`config.mk`:
```
export PLATFORM = sky130hd
export DESIGN_NAME = character_sprite_reader
export DESIGN_NICKNAME = d
export VERILOG_FILES = /design/src/rtl/pokemon_pkg.sv /design/src/rtl/sprite_anim_ctr.sv /design/src/rtl/character_sprite_reader.sv
export SDC_FILE = /design/constraint.sdc
export NUM_CORES = 1
export LEC_CHECK = 0
export BUFFER_PORTS_ARGS = -buffer_cell sky130_fd_sc_hd__clkbuf_2
export CAP_MARGIN = 20
export CORE_MARGIN = 2
export CORE_UTILIZATION = 56
export CTS_CLUSTER_DIAMETER = 150
export DETAILED_ROUTE_END_ITERATION = 12
export PLACE_DENSITY = 0.8
export SYNTH_ARGS = -nofsm -noshare
export SYNTH_HDL_FRONTEND = slang
export SYNTH_SLANG_ARGS = --single-unit
```
`constraint.sdc`:
```
create_clock -name Clk -period 4.7 [get_ports Clk]
set_input_delay 0.94 -clock Clk [delete_from_list [all_inputs] [get_ports Clk]]
set_output_delay 0.94 -clock Clk [all_outputs]
set_load 0.1 [all_outputs]
```
`src/rtl/pokemon_pkg.sv`:
```
`default_nettype none
// +--------------------------------------------------------------------------+
// | Package : pokemon_pkg                                                     |
// | Shared types and default constants for the character sprite read path:  |
// | facing direction, default sprite-sheet geometry and bus widths.          |
// | Revision: 1.0 - initial release                                          |
// +--------------------------------------------------------------------------+
package pokemon_pkg;

  // Sheet row order is DOWN, UP, LEFT, RIGHT; the value doubles as the
  // direction block index in the sprite RAM.
  typedef enum logic [1:0] {
    DOWN  = 2'd0,
    UP    = 2'd1,
    LEFT  = 2'd2,
    RIGHT = 2'd3
  } dir_t;

  localparam int C_SPR_W      = 16;
  localparam int C_SPR_H      = 20;
  localparam int C_FRAMES     = 4;
  localparam int C_SCALE_LOG2 = 1;
  localparam int C_ANIM_DIV   = 8;
  localparam int C_TRANSP_IDX = 0;

  localparam int C_ADDR_W  = 19;
  localparam int C_COORD_W = 10;
  localparam int C_PIX_W   = 5;

  // Counter width that stays legal when the modulus is 1.
  function automatic int clog2_min1(input int v);
    return (v > 1) ? $clog2(v) : 1;
  endfunction

endpackage
`default_nettype wire

```
`src/rtl/sprite_anim_ctr.sv`:
```
`default_nettype none
// +--------------------------------------------------------------------------+
// | Module  : sprite_anim_ctr                                                 |
// | Walk-cycle animation counter. Counts frame ticks and advances the walk   |
// | frame once every ANIM_DIV ticks while the player is moving.              |
// | Ports   : Clk, Reset_n (async, active-low), frame_tick (1-cycle pulse),  |
// |           moving (player walking), walk_frame (current walk frame).      |
// | Revision: 1.0 - initial release                                          |
// +--------------------------------------------------------------------------+
module sprite_anim_ctr
  import pokemon_pkg::*;
#(
  parameter int FRAMES   = C_FRAMES,
  parameter int ANIM_DIV = C_ANIM_DIV,
  parameter int FRAME_W  = clog2_min1(C_FRAMES)
) (
  input  logic               Clk,
  input  logic               Reset_n,
  input  logic               frame_tick,
  input  logic               moving,
  output logic [FRAME_W-1:0] walk_frame
);

  localparam int TICK_W = clog2_min1(ANIM_DIV);

  logic [TICK_W-1:0]  r_tick_cnt;
  logic [FRAME_W-1:0] r_walk_frame;

  // Standing still parks the animation on frame 0; the moving value sampled
  // on a tick edge is the one that governs that tick.
  always_ff @(posedge Clk or negedge Reset_n) begin
    if (!Reset_n) begin
      r_tick_cnt   <= '0;
      r_walk_frame <= '0;
    end else if (!moving) begin
      r_tick_cnt   <= '0;
      r_walk_frame <= '0;
    end else if (frame_tick) begin
      if (r_tick_cnt == TICK_W'(ANIM_DIV - 1)) begin
        r_tick_cnt   <= '0;
        r_walk_frame <= (r_walk_frame == FRAME_W'(FRAMES - 1)) ? '0
                                                               : r_walk_frame + FRAME_W'(1);
      end else begin
        r_tick_cnt <= r_tick_cnt + TICK_W'(1);
      end
    end
  end

  assign walk_frame = r_walk_frame;

endmodule
`default_nettype wire

```
`src/rtl/character_sprite_reader.sv`:
```
`default_nettype none
// +--------------------------------------------------------------------------+
// | Module  : character_sprite_reader                                         |
// | Per-pixel read engine for the character sprite RAM. Converts the beam   |
// | position and the frame-latched player state into a sprite-RAM address,  |
// | then returns the fetched palette index with a visibility flag, three    |
// | cycles after the beam position is presented.                            |
// | Ports   : Clk, Reset_n (async, active-low), frame_tick,                 |
// |           DrawX/DrawY (beam), CharX/CharY (sprite top-left),            |
// |           dir_in (facing), moving, read_address -> RAM,                 |
// |           ram_data <- RAM (1-cycle registered read),                    |
// |           pixel_idx / pixel_valid -> colour mapper.                     |
// | Revision: 1.0 - initial release                                          |
// +--------------------------------------------------------------------------+
module character_sprite_reader
  import pokemon_pkg::*;
#(
  parameter int SPR_W      = C_SPR_W,
  parameter int SPR_H      = C_SPR_H,
  parameter int FRAMES     = C_FRAMES,
  parameter int SCALE_LOG2 = C_SCALE_LOG2,
  parameter int ANIM_DIV   = C_ANIM_DIV,
  parameter int TRANSP_IDX = C_TRANSP_IDX
) (
  input  logic                 Clk,
  input  logic                 Reset_n,
  input  logic                 frame_tick,
  input  logic [C_COORD_W-1:0] DrawX,
  input  logic [C_COORD_W-1:0] DrawY,
  input  logic [C_COORD_W-1:0] CharX,
  input  logic [C_COORD_W-1:0] CharY,
  input  dir_t                 dir_in,
  input  logic                 moving,
  output logic [C_ADDR_W-1:0]  read_address,
  input  logic [C_PIX_W-1:0]   ram_data,
  output logic [C_PIX_W-1:0]   pixel_idx,
  output logic                 pixel_valid
);

  localparam int FRAME_W = clog2_min1(FRAMES);
  // On-screen sprite extent; compared at 11 bits so a sprite hanging off the
  // right or bottom edge clips rather than wrapping to column/row 0.
  localparam logic [C_COORD_W:0] C_W_PIX = (C_COORD_W + 1)'(SPR_W << SCALE_LOG2);
  localparam logic [C_COORD_W:0] C_H_PIX = (C_COORD_W + 1)'(SPR_H << SCALE_LOG2);

  logic [C_COORD_W-1:0] r_sx;
  logic [C_COORD_W-1:0] r_sy;
  dir_t                 r_dir;

  logic [C_ADDR_W-1:0]  r_read_address;
  logic                 r_hit_d1;
  logic                 r_hit_d2;
  logic [C_PIX_W-1:0]   r_pixel_idx;
  logic                 r_pixel_valid;

  logic [FRAME_W-1:0]   w_walk_frame;
  logic                 w_x_ge;
  logic                 w_y_ge;
  logic [C_COORD_W:0]   w_dx;
  logic [C_COORD_W:0]   w_dy;
  logic                 w_hit;
  logic [C_ADDR_W-1:0]  w_col;
  logic [C_ADDR_W-1:0]  w_row;
  logic [C_ADDR_W-1:0]  w_sheet;
  logic [C_ADDR_W-1:0]  w_addr_calc;
  logic [C_ADDR_W-1:0]  w_addr;
  logic                 w_valid_next;

  sprite_anim_ctr #(
    .FRAMES   (FRAMES),
    .ANIM_DIV (ANIM_DIV),
    .FRAME_W  (FRAME_W)
  ) u_anim (
    .Clk        (Clk),
    .Reset_n    (Reset_n),
    .frame_tick (frame_tick),
    .moving     (moving),
    .walk_frame (w_walk_frame)
  );

  // Position and facing are sampled once per frame so a mid-frame update
  // from game logic cannot tear the sprite.
  always_ff @(posedge Clk or negedge Reset_n) begin
    if (!Reset_n) begin
      r_sx  <= '0;
      r_sy  <= '0;
      r_dir <= DOWN;
    end else if (frame_tick) begin
      r_sx  <= CharX;
      r_sy  <= CharY;
      r_dir <= dir_in;
    end
  end

  // Hit test: offsets are only meaningful once the beam is at or past the
  // sprite origin, so they are forced to zero otherwise.
  always_comb begin
    w_x_ge = (DrawX >= r_sx);
    w_y_ge = (DrawY >= r_sy);
    w_dx   = w_x_ge ? ({1'b0, DrawX} - {1'b0, r_sx}) : '0;
    w_dy   = w_y_ge ? ({1'b0, DrawY} - {1'b0, r_sy}) : '0;
    w_hit  = w_x_ge && w_y_ge && (w_dx < C_W_PIX) && (w_dy < C_H_PIX);
  end

  // Sheet layout: direction blocks of FRAMES frames, each SPR_H rows of
  // SPR_W texels. All multipliers are elaboration-time constants.
  always_comb begin
    w_col       = C_ADDR_W'(w_dx >> SCALE_LOG2);
    w_row       = C_ADDR_W'(w_dy >> SCALE_LOG2);
    w_sheet     = C_ADDR_W'(r_dir) * C_ADDR_W'(FRAMES) + C_ADDR_W'(w_walk_frame);
    w_addr_calc = (w_sheet * C_ADDR_W'(SPR_H) + w_row) * C_ADDR_W'(SPR_W) + w_col;
    w_addr      = w_hit ? w_addr_calc : '0;
  end

  assign w_valid_next = r_hit_d2 && (ram_data != C_PIX_W'(TRANSP_IDX));

  // Stage 1 drives the RAM address; the RAM supplies stage 2; stage 3
  // qualifies the returned index with the delayed hit flag.
  always_ff @(posedge Clk or negedge Reset_n) begin
    if (!Reset_n) begin
      r_read_address <= '0;
      r_hit_d1       <= 1'b0;
      r_hit_d2       <= 1'b0;
      r_pixel_idx    <= '0;
      r_pixel_valid  <= 1'b0;
    end else begin
      r_read_address <= w_addr;
      r_hit_d1       <= w_hit;
      r_hit_d2       <= r_hit_d1;
      r_pixel_valid  <= w_valid_next;
      r_pixel_idx    <= w_valid_next ? ram_data : '0;
    end
  end

  assign read_address = r_read_address;
  assign pixel_idx    = r_pixel_idx;
  assign pixel_valid  = r_pixel_valid;

endmodule
`default_nettype wire

```
# After elaboration in Yosys (flattened, before gate mapping)
# Index checks and enable logic that the tools add are counted.
# Widths: inputs -> output; s select.
[op_classes] magnitude_cmp=4 n_mux=11 reduce_logical=6 multipliers=1 n_addsub=7 eq_ne=4
[op_table] op="$lt 11x6->1 const B" n=2
[op_table] op="$mux 11" n=2
[op_table] op="$sub 10x10->11" n=2
[op_table] op="$ge 10x10->1" n=2
[op_table] op="$add 15x10->16" n=1
[op_table] op="$mux 16" n=1
[op_table] op="$add 10x10->11" n=1
[op_table] op="$mux 3" n=3
[op_table] op="$mul 5x3->8 const B" n=1
[op_table] op="$mux 2" n=4
[op_table] op="$add 4x2->5" n=1
[op_table] op="$mux 5" n=1
[op_table] op="$reduce_bool 5->1" n=1
[op_table] op="$logic_and 1x1->1" n=4
[op_table] op="$add 3x1->3 const B" n=1
[op_table] op="$eq 3x3->1 const B" n=1
[op_table] op="$add 2x1->2 const B" n=1
[op_table] op="$eq 2x2->1 const B" n=1
[op_table] op="$ne 2x1->1 const B" n=1
[op_table] op="$ne 2x2->1 const B" n=1
[op_table] op="$reduce_and 2->1" n=1
[word_totals] elab_cells=43 output_inout_bits=25 ff_bits=51 in_bits=51

# Logic depth before layout (Yosys ltp)
[depth] ltp_word=6 ltp_mapped=21 depth_no_buf=20

# By module
# From an unflattened synthesis, not the netlist that was laid out.
[hier_totals] cells_unflattened=413 hier_area_um2=3803.6
[modules_own_cells] module="character_sprite_reader" seq_area_each_um2=1151.1 area_each_um2=3543.4 instances=1 cells_per_inst=390
[modules_own_cells] module="sprite_anim_ctr" seq_area_each_um2=125.1 area_each_um2=260.2 instances=1 cells_per_inst=23

# Worst setup path before layout
# Ideal clock, no wire load.
[synth_path] path_type="input port to flip-flop" start="in DrawY[6]" end="reg r_read_address[13], in the netlist read_address[13]" arrival_ps=4754 path_buffers=2 setup_time_ps=73 path_slack_ps=-127 stages=18 required_time_ps=4627 cell_sequence="ha_1 buf_2 a21oi_1 o21ai_0 o21ai_0 o211a_1 clkbuf_1 nor2_1 ha_1 fa_1 ha_1 o21ai_0 o21ai_0 nand4b_1 nor3b_1 mux2_2 or3_1 a21oi_2"
[synth_via] elab_chain_len=5 word_cells_on_any_way=10 cone_classes="3 x add/sub; 2 x order compare; 2 x mux; 3 x reduce/logical"
[synth_rtl] item="start, declared" line="character_sprite_reader.sv:29" source="input logic [C_COORD_W-1:0] DrawY,"
[synth_rtl] item="$sub 10x10->11 / $ge 10x10->1 (equally long branches)" line="character_sprite_reader.sv:101, character_sprite_reader.sv:99"
[synth_rtl] item="$mux 11 / $logic_and 1x1->1 (equally long branches)" line="character_sprite_reader.sv:101, character_sprite_reader.sv:102"
[synth_rtl] item="$add 10x10->11 (tied with other cells)" line="character_sprite_reader.sv:111" source="w_addr_calc = (w_sheet * C_ADDR_W'(SPR_H) + w_row) * C_ADDR_W'(SPR_W) + w_col;"
[synth_rtl] item="$add 15x10->16 / $logic_and 1x1->1 (equally long branches)" line="character_sprite_reader.sv:111, character_sprite_reader.sv:102"
[synth_rtl] item="$mux 16 (*)" line="character_sprite_reader.sv:112" source="w_addr = w_hit ? w_addr_calc : '0;"
[synth_rtl] item="named net w_addr[13]" line="character_sprite_reader.sv:66" source="logic [C_ADDR_W-1:0] w_addr;"
[synth_rtl] item="end signal, assigned" line="character_sprite_reader.sv:127" source="r_read_address <= w_addr;"
[synth_rtl] item="end, declared" line="character_sprite_reader.sv:50" source="logic [C_ADDR_W-1:0] r_read_address;"
# The timed path passes the listed nets; every way through them passes the cells marked *.
# A chain may end at the register's enable or synchronous reset.

# Worst setup path after layout
[layout_path] start="in DrawY[0]" end="reg r_read_address[13], in the netlist read_address[13]"
# The elaborated chain is that of the path after synthesis.

==> out/results.ini <==
[setup_path]
reg2reg_from = r_sx[1]
endpoint = read_address[13]
cp_common_cell = a21o_1
crit_chain = clkbuf_2, inv_2, ha_4, inv_2, fa_2, a21o_1, a21o_1, a21o_1, a21o_1, a21oi_2, xor2_1, nor2_1, ha_1, or4b_1, nand4_1, nor3b_4, mux2_4, or3_4, a21oi_2
cp.arrival_ns = 4.78
required_ns = 4.94
worst_path_largest_cell_delay_ns = 0.53
reg2reg_setup_slack_ns = 0.48
reg2reg_to = read_address[13]
setup.worst_path.start_class = input pin
rr_worst_depth = 17
crit_start = DrawY[0]
criticalPathCategory = in -> reg
critPathCaptureType = flip-flop
crit_fanout = 3
crit_slowest_cell = or4b_1

[clock_network]
htree_levels = 2
cts-root-buf = clkbuf_8
clk_pin_slew_worst_paths_ns = 0.11
cts_hold_buf = 0
cts_max_path_buffers = 2
clk_latency_ns = 0.32
tritoncts = yes
clock_sinks = 51
numCtsBuffers = 5

[timing]
setup_violations = 0
slew_headroom = 0.470
fin_worst_skew_ns = 0.0146
hold_viol = 0
fin_crit_sh = 0.967
slew_viol_final = 0
hold-worst-slack_ns = 0.380
fmax_ghz = 0.220
setup_ws_ns = 0.154
period_minus_slack_ns = 4.55
tightest_slew_ns = 0.794
finalSetupTns_ns = 0

[detailed_routing]
vias = 3382
drt_iter0_drc = 166
firstDrtPassIters = 5
ant_nets = 0
drt_wl_total_um = 8440
drt_drc_violations_left = 0
wl_per_cell_um = 14.0
viasPerCell = 5.61

[power_and_ir_drop]
p_total_mw = 1.45
vdd_drop_max_uv = 179
switching_share = 0.381
p_comb_frac = 0.495
power.switching_mw = 0.552
p_seq_frac = 0.322
internal_power_mw = 0.898
p_per_area_nw_per_um2 = 308
leakagePower_nw = 2.40
p_clk_frac = 0.183

[die]
die-area_sq_um = 7510
initial_core_util = 0.570
rows = 30
die_h_um = 86.7
die_w_um = 86.7
core_sq_um = 6720
ioPinCount = 76

[global_route]
grt_busiest_layer = met2
grt_overflow_total = 0
gr-usage-met2 = 0.398
grtUsageTotal = 0.229
grt_max_degree = 52
grt_util_met1 = 0.296
antenna_found_initial = 0
grt_pass1_vias = 3261
grt_pass1_wl_um = 14000
grtUsageMet3 = 0.0248

[outcome]
status = completed

[layout]
n_fill_cell = 535
final_cell_mix = clkbuf_2 (72), dfrtp_1 (51), buf_4 (38), ha_1 (37), inv_1 (32)
antenna-diode-count = 0
drive_gt1_frac = 0.304
area_growth_pct = 22.9
fin_nets = 618
stdcell_count = 603
mostFrequentLayoutCell = clkbuf_2

[synthesis]
ys_warn_count = 0
syn_area_sq_um = 3830
ys_seq_elements = 51
netlist_instances = 414
synth_edf_count = 0
synthArstFlopShare = 1.00
synth_cell_types = 64
yosysSeqAreaShare = 0.333
avgSynthCellArea_sq_um = 9.25
synthFlopType = dfrtp_1

[place]
post-place-cells = 591
dp_hpwl_um = 6480
port_buffers = 72
preCtsSetupSlack_ns = -0.253
gp_congestion = 0.861

[job]
cap_violations = 0

[hold_path]
hp-start = r_hit_d1
hp-class = reg -> reg

==> flip-flops by register name (all words and copies together) (netlist names), 2 cells and up <==
register,flops
pixel_idx,5
r_dir,2
r_sx,10
r_sy,10
read_address,16
u_anim.r_tick_cnt,3
u_anim.walk_frame,2
==> synthesized netlist by cell type, types with 3 or more instances <==
library cell,instances,area share
dfrtp_1,51,0.33
ha_1,40,0.13
inv_1,34,0.033
o21ai_0,32,0.042
nand2_1,28,0.027
nor2_1,22,0.022
a21oi_1,16,0.021
nor2b_1,13,0.021
nor3_1,13,0.017
a21o_1,9,0.018
a211oi_1,8,0.016
nor2_2,8,0.013
o21a_1,8,0.016
xnor2_1,8,0.018
and2_1,7,0.011
clkbuf_1,7,0.0069
nand3_1,7,0.0091
xor2_1,7,0.016
fa_1,5,0.026
mux2_2,5,0.015
nor3b_1,5,0.0098
or3_1,5,0.0082
a21boi_0,4,0.0078
mux2i_1,4,0.010
o211a_1,4,0.010
o211ai_1,4,0.0078
o21bai_1,4,0.0078
and4_1,3,0.0069
buf_4,3,0.0059
nand2b_1,3,0.0049
nand4_1,3,0.0049
o22ai_1,3,0.0049
==> worst min-delay path by stage <==
stage	slack, ns	depth (start not counted)	endpoint
after floorplan	0.33	0	r_hit_d2
after global placement	0.33	0	r_hit_d2
after detailed placement	0.34	0	r_hit_d2
after CTS	0.37	0	r_hit_d2
after global routing	0.38	0	r_hit_d2
final	0.38	0	r_hit_d2
==> area by class of cell <==
class | instances | area, sq um | area share
inverter | 34 | 128 | 0.0271
multi-input combinational | 319 | 2450 | 0.521
clock inverter | 3 | 23.8 | 0.00505
sequential | 51 | 1280 | 0.271
tap | 80 | 100 | 0.0213
clock buffer | 5 | 68.8 | 0.0146
timing repair buffer | 111 | 657 | 0.140
==> power by group through the flow <==
stage | registers (mW) | clock network (mW) | logic, mW
after floorplan | 0.477 | 0 | 0.441
after global placement | 0.474 | 0 | 0.619
after detailed placement | 0.475 | 0 | 0.642
after CTS | 0.466 | 0.274 | 0.649
after global routing | 0.469 | 0.289 | 0.788
final | 0.466 | 0.266 | 0.717
==> kinds of logic after synthesis <==
family,after synthesis,synth area share
simple gates,133,0.192
xor+xnor,15,0.0343
fa+ha+maj,45,0.157
flops,51,0.333
mux,9,0.0252
compound gates,113,0.205
other cells,1,0.000979
buf+inv,47,0.0516
==> routing by layer <==
metal | up-vias | wire length (um) | part of all wire
met5 | - | 0 | 0
met4 | 0 | 142 | 0.017
met3 | 13 | 416 | 0.049
met2 | 102 | 4190 | 0.50
met1 | 1576 | 3690 | 0.44
li1 | 1691 | - | -
==> per-stage QoR <==
stage	util	cell area, sq um
after floorplan	-	3850
after detailed placement	0.669	4500
after global routing	0.701	4710
after CTS	0.683	4590
after global placement	0.669	4500
final	0.701	4710
==> critical path: cells and delay by family <==
kind                       cells  cell delay [ns]
adders and majority gates      3             0.81
AOI/OAI and AO/OA              6             1.06
xor gates and xnor gates       1             0.16
muxes                          1             0.32
buffers and inverters          3             0.18
and+or+nand+nor                5             1.30
==> repair_timing <==
action	in CTS	in global routing
gates resized for setup	0	21
endpoints found under the setup margin	0	1
setup buffers	0	4
Power figures use the tool's default switching activity.
